## config.mk

```make
export PLATFORM = sky130hd
export DESIGN_NAME = input_debounce
export DESIGN_NICKNAME = d
export VERILOG_FILES = /design/src/rtl/input_debounce.sv
export SDC_FILE = /design/constraint.sdc
export NUM_CORES = 1
export LEC_CHECK = 0
export CAP_MARGIN = 20
export CORE_ASPECT_RATIO = 1.5
export CORE_MARGIN = 4
export CORE_UTILIZATION = 40
export DETAILED_ROUTE_END_ITERATION = 7
export SLEW_MARGIN = 20
export SYNTH_ARGS = -nofsm -noshare
export SYNTH_HDL_FRONTEND = slang
export SYNTH_SLANG_ARGS = --single-unit
```

## constraint.sdc

```tcl
create_clock -name clk -period 2.7 [get_ports clk]
set_clock_uncertainty 0.1 [all_clocks]
set_input_delay 0.27 -clock clk [delete_from_list [all_inputs] [get_ports clk]]
set_output_delay 0.27 -clock clk [all_outputs]
set_load 0.01 [all_outputs]
```

## src/rtl/input_debounce.sv

```systemverilog
// rtl/input_debounce.sv - two-channel synchronizing debouncer with edge pulses and a saturating transition count
module input_debounce #(
    parameter int STABLE_CYCLES = 4
) (
    input  logic       clk,
    input  logic       reset,
    input  logic       raw_a,
    input  logic       raw_b,
    output logic       a,
    output logic       b,
    output logic       a_rise,
    output logic       a_fall,
    output logic       b_rise,
    output logic       b_fall,
    output logic [7:0] change_count
);

    localparam logic [7:0] LAST = 8'(STABLE_CYCLES - 1);

    // Bit 0 is channel A, bit 1 is channel B throughout.
    logic [1:0]      sync1_q, sync1_d;
    logic [1:0]      sync2_q, sync2_d;
    logic [1:0]      level_q, level_d;
    logic [1:0]      rise_q, rise_d;
    logic [1:0]      fall_q, fall_d;
    logic [1:0][7:0] cnt_q, cnt_d;
    logic [7:0]      change_count_q, change_count_d;
    logic [8:0]      count_sum;

    always_comb begin
        sync1_d = {raw_b, raw_a};
        sync2_d = sync1_q;
        level_d = level_q;
        cnt_d   = cnt_q;
        rise_d  = '0;
        fall_d  = '0;
        for (int i = 0; i < 2; i++) begin
            if (sync2_q[i] == level_q[i]) begin
                cnt_d[i] = '0;
            end else if (cnt_q[i] == LAST) begin
                level_d[i] = sync2_q[i];
                cnt_d[i]   = '0;
                rise_d[i]  = sync2_q[i];
                fall_d[i]  = ~sync2_q[i];
            end else begin
                cnt_d[i] = cnt_q[i] + 8'd1;
            end
        end
        // A 9-bit sum lets the carry flag overflow so the count pins at 255.
        count_sum = {1'b0, change_count_q}
                  + 9'(rise_d[0] | fall_d[0])
                  + 9'(rise_d[1] | fall_d[1]);
        change_count_d = count_sum[8] ? 8'hFF : count_sum[7:0];
    end

    always_ff @(posedge clk or posedge reset) begin
        if (reset) begin
            sync1_q        <= '0;
            sync2_q        <= '0;
            level_q        <= '0;
            rise_q         <= '0;
            fall_q         <= '0;
            cnt_q          <= '0;
            change_count_q <= '0;
        end else begin
            sync1_q        <= sync1_d;
            sync2_q        <= sync2_d;
            level_q        <= level_d;
            rise_q         <= rise_d;
            fall_q         <= fall_d;
            cnt_q          <= cnt_d;
            change_count_q <= change_count_d;
        end
    end

    assign a            = level_q[0];
    assign b            = level_q[1];
    assign a_rise       = rise_q[0];
    assign a_fall       = fall_q[0];
    assign b_rise       = rise_q[1];
    assign b_fall       = fall_q[1];
    assign change_count = change_count_q;

endmodule
```

# Word-level counts from Yosys, hierarchy flattened
# Index checks and enable logic that the tools add are counted.
# classes
n_addsub	4
n_eq_ne	4
muxes	13
bitwise	6
n_reduce_logical	2
# ops
cell	n
8-bit 2-to-1 mux	5
8-bit by 1-bit adder with 8-bit output (second input constant)	2
8-bit by 2-bit equality test with 1-bit output (second input constant)	2
8-bit by 1-bit adder with 9-bit output	1
9-bit by 1-bit adder with 9-bit output	1
1-bit 2-to-1 mux	8
1-bit inverter	4
2-bit AND reduction	2
1-bit equality test	2
1-bit bitwise OR	2
# word_totals
register_bits	34
output_inout_bits	14

# Longest topological paths before layout
# depth
word_depth	7
depth_mapped	10
mapped_depth_nobuf	10

# Least setup slack after synthesis
# OpenSTA, ideal clock, no wires.
# synth_timing
kind	register -> register
start	register cnt_q[0] (netlist name)
end	register change_count_q[6], in the netlist change_count[6]
setup_time_ns	0.088
arrival_ns	2.786
required_time_ns	2.512
setup_slack_ns	-0.274
path_stages_with_launch	11
n_path_buf	0
path_cell_list	dfrtp_1 > ha_1 > or4b_4 > or4_4 > nand2b_1 > fa_1 > inv_1 > ha_1 > and3_1 > a31oi_1 > a41oi_1
# synth_via
elab_chain_cells	7
# synth_lines
item	line	rtl
from (decl)	26	logic [1:0][7:0] cnt_q, cnt_d;
from (signal assigned)	71	cnt_q <= cnt_d;
8-bit by 2-bit equality test with 1-bit output (*)	40	end else if (cnt_q[i] == LAST) begin
1-bit 2-to-1 mux	40	
1-bit 2-to-1 mux	38	if (sync2_q[i] == level_q[i]) begin
1-bit bitwise OR (*)	51	+ 9'(rise_d[0] | fall_d[0])
8-bit by 1-bit adder with 9-bit output (*)	51	
9-bit by 1-bit adder with 9-bit output (*)	52	+ 9'(rise_d[1] | fall_d[1]);
8-bit 2-to-1 mux (*)	53	change_count_d = count_sum[8] ? 8'hFF : count_sum[7:0];
named net change_count_d[6]	27	logic [7:0] change_count_q, change_count_d;
to (signal assigned)	72	change_count_q <= change_count_d;
to (decl)	27	
# Mark *: on every way through the listed nets, which the timed path passes. The rest lies on a longest branch.
# A chain may end at the register's enable or synchronous reset.

# Worst setup path in the final report
# layout_timing
start	register cnt_q[1] (netlist name)
end	register change_count_q[7], in the netlist change_count[7]
# Same word-level chain as after synthesis.

==> results.md <==
- Outcome: complete, but fails checks
- Failing checks: negative setup slack
- Clk pin slew, worst setup/hold paths: 0.07 ns
- Port Buffers: 17
- Clock period minus worst slack: 2.82 ns
- Crit. Startpoint: cnt_q[1]$_DFF_PP0_
- Num CTS Buffers: 5
- Post-Route WL: between 2 and 3 mm
- Clk sinks: 34
- Yosys reg bits: 34
- Drt initial violations: 18
- Die ar.: ~4800 µm²
- Total Neg Setup Slack: -0.485 ns
- Overall routing resource usage: 13.5%
- Final setup violation count: 7
- Worst-margin pin slew: 0.620 ns
- Number of nets in the layout: 176
- Mapped Nets: 138
- Initial antenna violation count: 0
- Core box area: 3510 µm²
- FF-to-FF setup slack: -0.12 ns
- Layout fillers: 311
- Register area share after synthesis: 57.0%
- RR Startpoint: cnt_q[1]$_DFF_PP0_
- Post-DR vias/cell: 5.32
- Maxcap violations: 0
- Storage element area: 851 µm²
- VDD IR max: 0.000607 V
- Async SR Flop Fraction: 100%
- Syn_area_per_cell: 11.5 µm²
- Worst hold slack: 0.260 ns
- I/O Pins: 18
- Syn. warnings: 0
- Met1 Use GR: 16.3%
- Most used routing layer: met2
- Yosys cell types: 32
- Share of cells above drive strength 1: 20.7%
- Worst EP required: about 2.8 ns
- Endpoint type of the worst setup path: flop
- Post-CTS sizing: 0
- Ant. Diodes: 0
- HPWL Detailed: 2.13 mm
- Hold WC Path Type: flop to flop
- Row count: 26
- Reg2reg end: change_count[7]$_DFF_PP0_
- Synth Instances: 130
- Clk root buf: clkbuf_8
- R2r worst-path depth: 8
- Largest stage delay, worst path: about 0.46 ns
- Crit Path Max Fanout: 2
- Slew Limit Fails: 0
- Met3 Use GR: ~4.5%
- RSZ-0062 raised after global routing: true
- Syn-to-layout area delta: 31.3%
- CTS tree: yes
- Post-synth EDFFs: 0
- Clock H-tree levels: 2
- Via count: roughly 1.1k
- DR pass1 iterations: 4
- Crit start category: flop
- Crit path DAT: ~2.9 ns
- Netlist Area Pre-Place: about 1500 µm²
- DRC errors left: 0
- Skew-Pair Late Insertion Delay: about 0.28 ns
- First-pass GRT wire length: 5.05 mm
- Most used DFF post-synth: dfrtp_1
- Width of the die: between 50 and 60 µm
- Final Core Density: between 50% and 60%
- RePlAce Congestion: about 0.74
- Pwr per Cell Area: between 800 and 900 nW/µm²
- Max Fclk: 0.354 GHz
- CP Capture Point: change_count[7]$_DFF_PP0_
- Crit share post-route: 105%
- Initial core utilization: 42.5%
- Vias in the first global route: between 1k and 1.5k
- Critical path class: flop to flop
- Total grt overflow: 0
- Dpl ws: -0.139 ns
- Worst slew margin: about 58%
- Hold Violations, Final: 0
- Chip Height: 82.8 µm
- Multi-input gate area: 653 µm²
- GRT met2 Usage: 21.9%
- Longest Clk Path Bufs: 2
- Detail Route Antenna Nets: 0
- Final worst slack: -0.124 ns
- Average wire per standard cell: 14.1 µm
- CP max-delay cell: or4b_4
- Largest net degree at the start of global routing: 35
- Leakage power: around 0.9 nW
- CP Cell Sequence: ha_2, or4b_4, or4_4, nand2b_4, fa_2, and4b_1, nand4_1, mux2_2
cells in the final DEF (no fill, tap or decap), types with 4 or more instances in the layout:
cell | netlist | routed
inv_1 | 5 | 5
a21oi_1 | 10 | 10
or3_1 | 6 | 6
nor2_1 | 9 | 9
buf_4 | 0 | 14
nand3_1 | 10 | 10
dfrtp_1 | 34 | 34
xnor2_1 | 4 | 4
clkdlybuf4s50_1 | 0 | 17
xor2_1 | 4 | 4
clkbuf_8 | 0 | 8
nor3b_1 | 4 | 4
o21ai_0 | 6 | 6
nand2_1 | 5 | 5
layer usage:
metal	vias up	share of wire [%]
met1	554	41
met3	7	3.7
met5	-	0
li1	538	-
met2	23	53
met4	0	1.9
cell type report:
| class | instances | share of cell area [%] |
|---|---|---|
| clock buffers | 8 | 5.62 |
| inverters | 5 | 0.957 |
| multi-input cells | 91 | 33.3 |
| flip-flops and latches | 34 | 43.4 |
| well taps | 42 | 2.68 |
| repair buffers | 31 | 14.0 |
worst max-delay path, delay by kind of cell (launching register included):
kind	cells	cell delay (ns)
adders and majority gates	2	0.52
DFF	1	0.37
muxes	1	0.29
and+or+nand+nor	5	1.44
through the flow:
| step | instance area, µm² | total power [mW] | std cells |
|---|---|---|---|
| floorplan | 1520 | 0.937 | 130 |
| global placement | 1840 | 1.14 | 201 |
| detailed placement | 1840 | 1.15 | 201 |
| CTS | 1950 | 1.61 | 210 |
| global route | 1960 | 1.69 | 211 |
| finish | 1960 | 1.59 | 211 |
power by group:
part	internal [mW]	total [mW]	switching [mW]
Sequential	0.593	0.685	0.0921
Clock	0.257	0.437	0.180
Combinational	0.263	0.469	0.206
cells by family after synthesis:
family	share of synthesized area, %
buffers and inverters	1.26
XOR/XNOR	4.69
flip-flops	57.0
adder cells (fa/ha/maj)	3.86
AO/OA/AOI/OAI	9.72
multiplexers	3.18
AND/OR/NAND/NOR	20.3
worst min path at each step:
stage / from / to / slack [ns] / cells after the start
2_1_floorplan: raw_a / sync1_q[0]$_DFF_PP0_ / 0.20 / 0
3_3_place_gp: sync1_q[0]$_DFF_PP0_ / sync2_q[0]$_DFF_PP0_ / 0.24 / 0
3_5_place_dp: sync1_q[1]$_DFF_PP0_ / sync2_q[1]$_DFF_PP0_ / 0.25 / 0
4_1_cts: sync1_q[1]$_DFF_PP0_ / sync2_q[1]$_DFF_PP0_ / 0.27 / 0
5_1_grt: sync1_q[1]$_DFF_PP0_ / sync2_q[1]$_DFF_PP0_ / 0.27 / 0
6_report: sync1_q[1]$_DFF_PP0_ / sync2_q[1]$_DFF_PP0_ / 0.26 / 0
sequential cells by signal, indices dropped and copies added (netlist names):
signal and cells:
sync1_q 2, rise_q 2, change_count 8, fall_q 2
cnt_q 16, sync2_q 2, level_q 2
cells in the mapped netlist, types with 2 or more instances:
master / count / area share, %
o21ai_0: 6 / 2.0
or3_1: 6 / 2.5
nand4_1: 3 / 1.3
a21oi_1: 10 / 3.4
and3_1: 3 / 1.3
nor2_1: 9 / 2.3
mux2_2: 2 / 1.5
inv_1: 5 / 1.3
xor2_1: 4 / 2.3
nand2_1: 5 / 1.3
a21bo_2: 2 / 1.3
xnor2_1: 4 / 2.3
a31oi_1: 2 / 0.84
dfrtp_1: 34 / 57
ha_1: 3 / 2.5
nand3_1: 10 / 3.4
nor3b_1: 4 / 2.0
and2_1: 3 / 1.3
nand2b_1: 2 / 0.84
timing repair:
action                     4_1_cts  5_1_grt
hold endpoints to repair         0        0
setup buffers                    1        1
setup endpoints to repair        7        7
pin swaps                        0        1
hold buffers                     0        0
(Power assumes the default switching activity.)
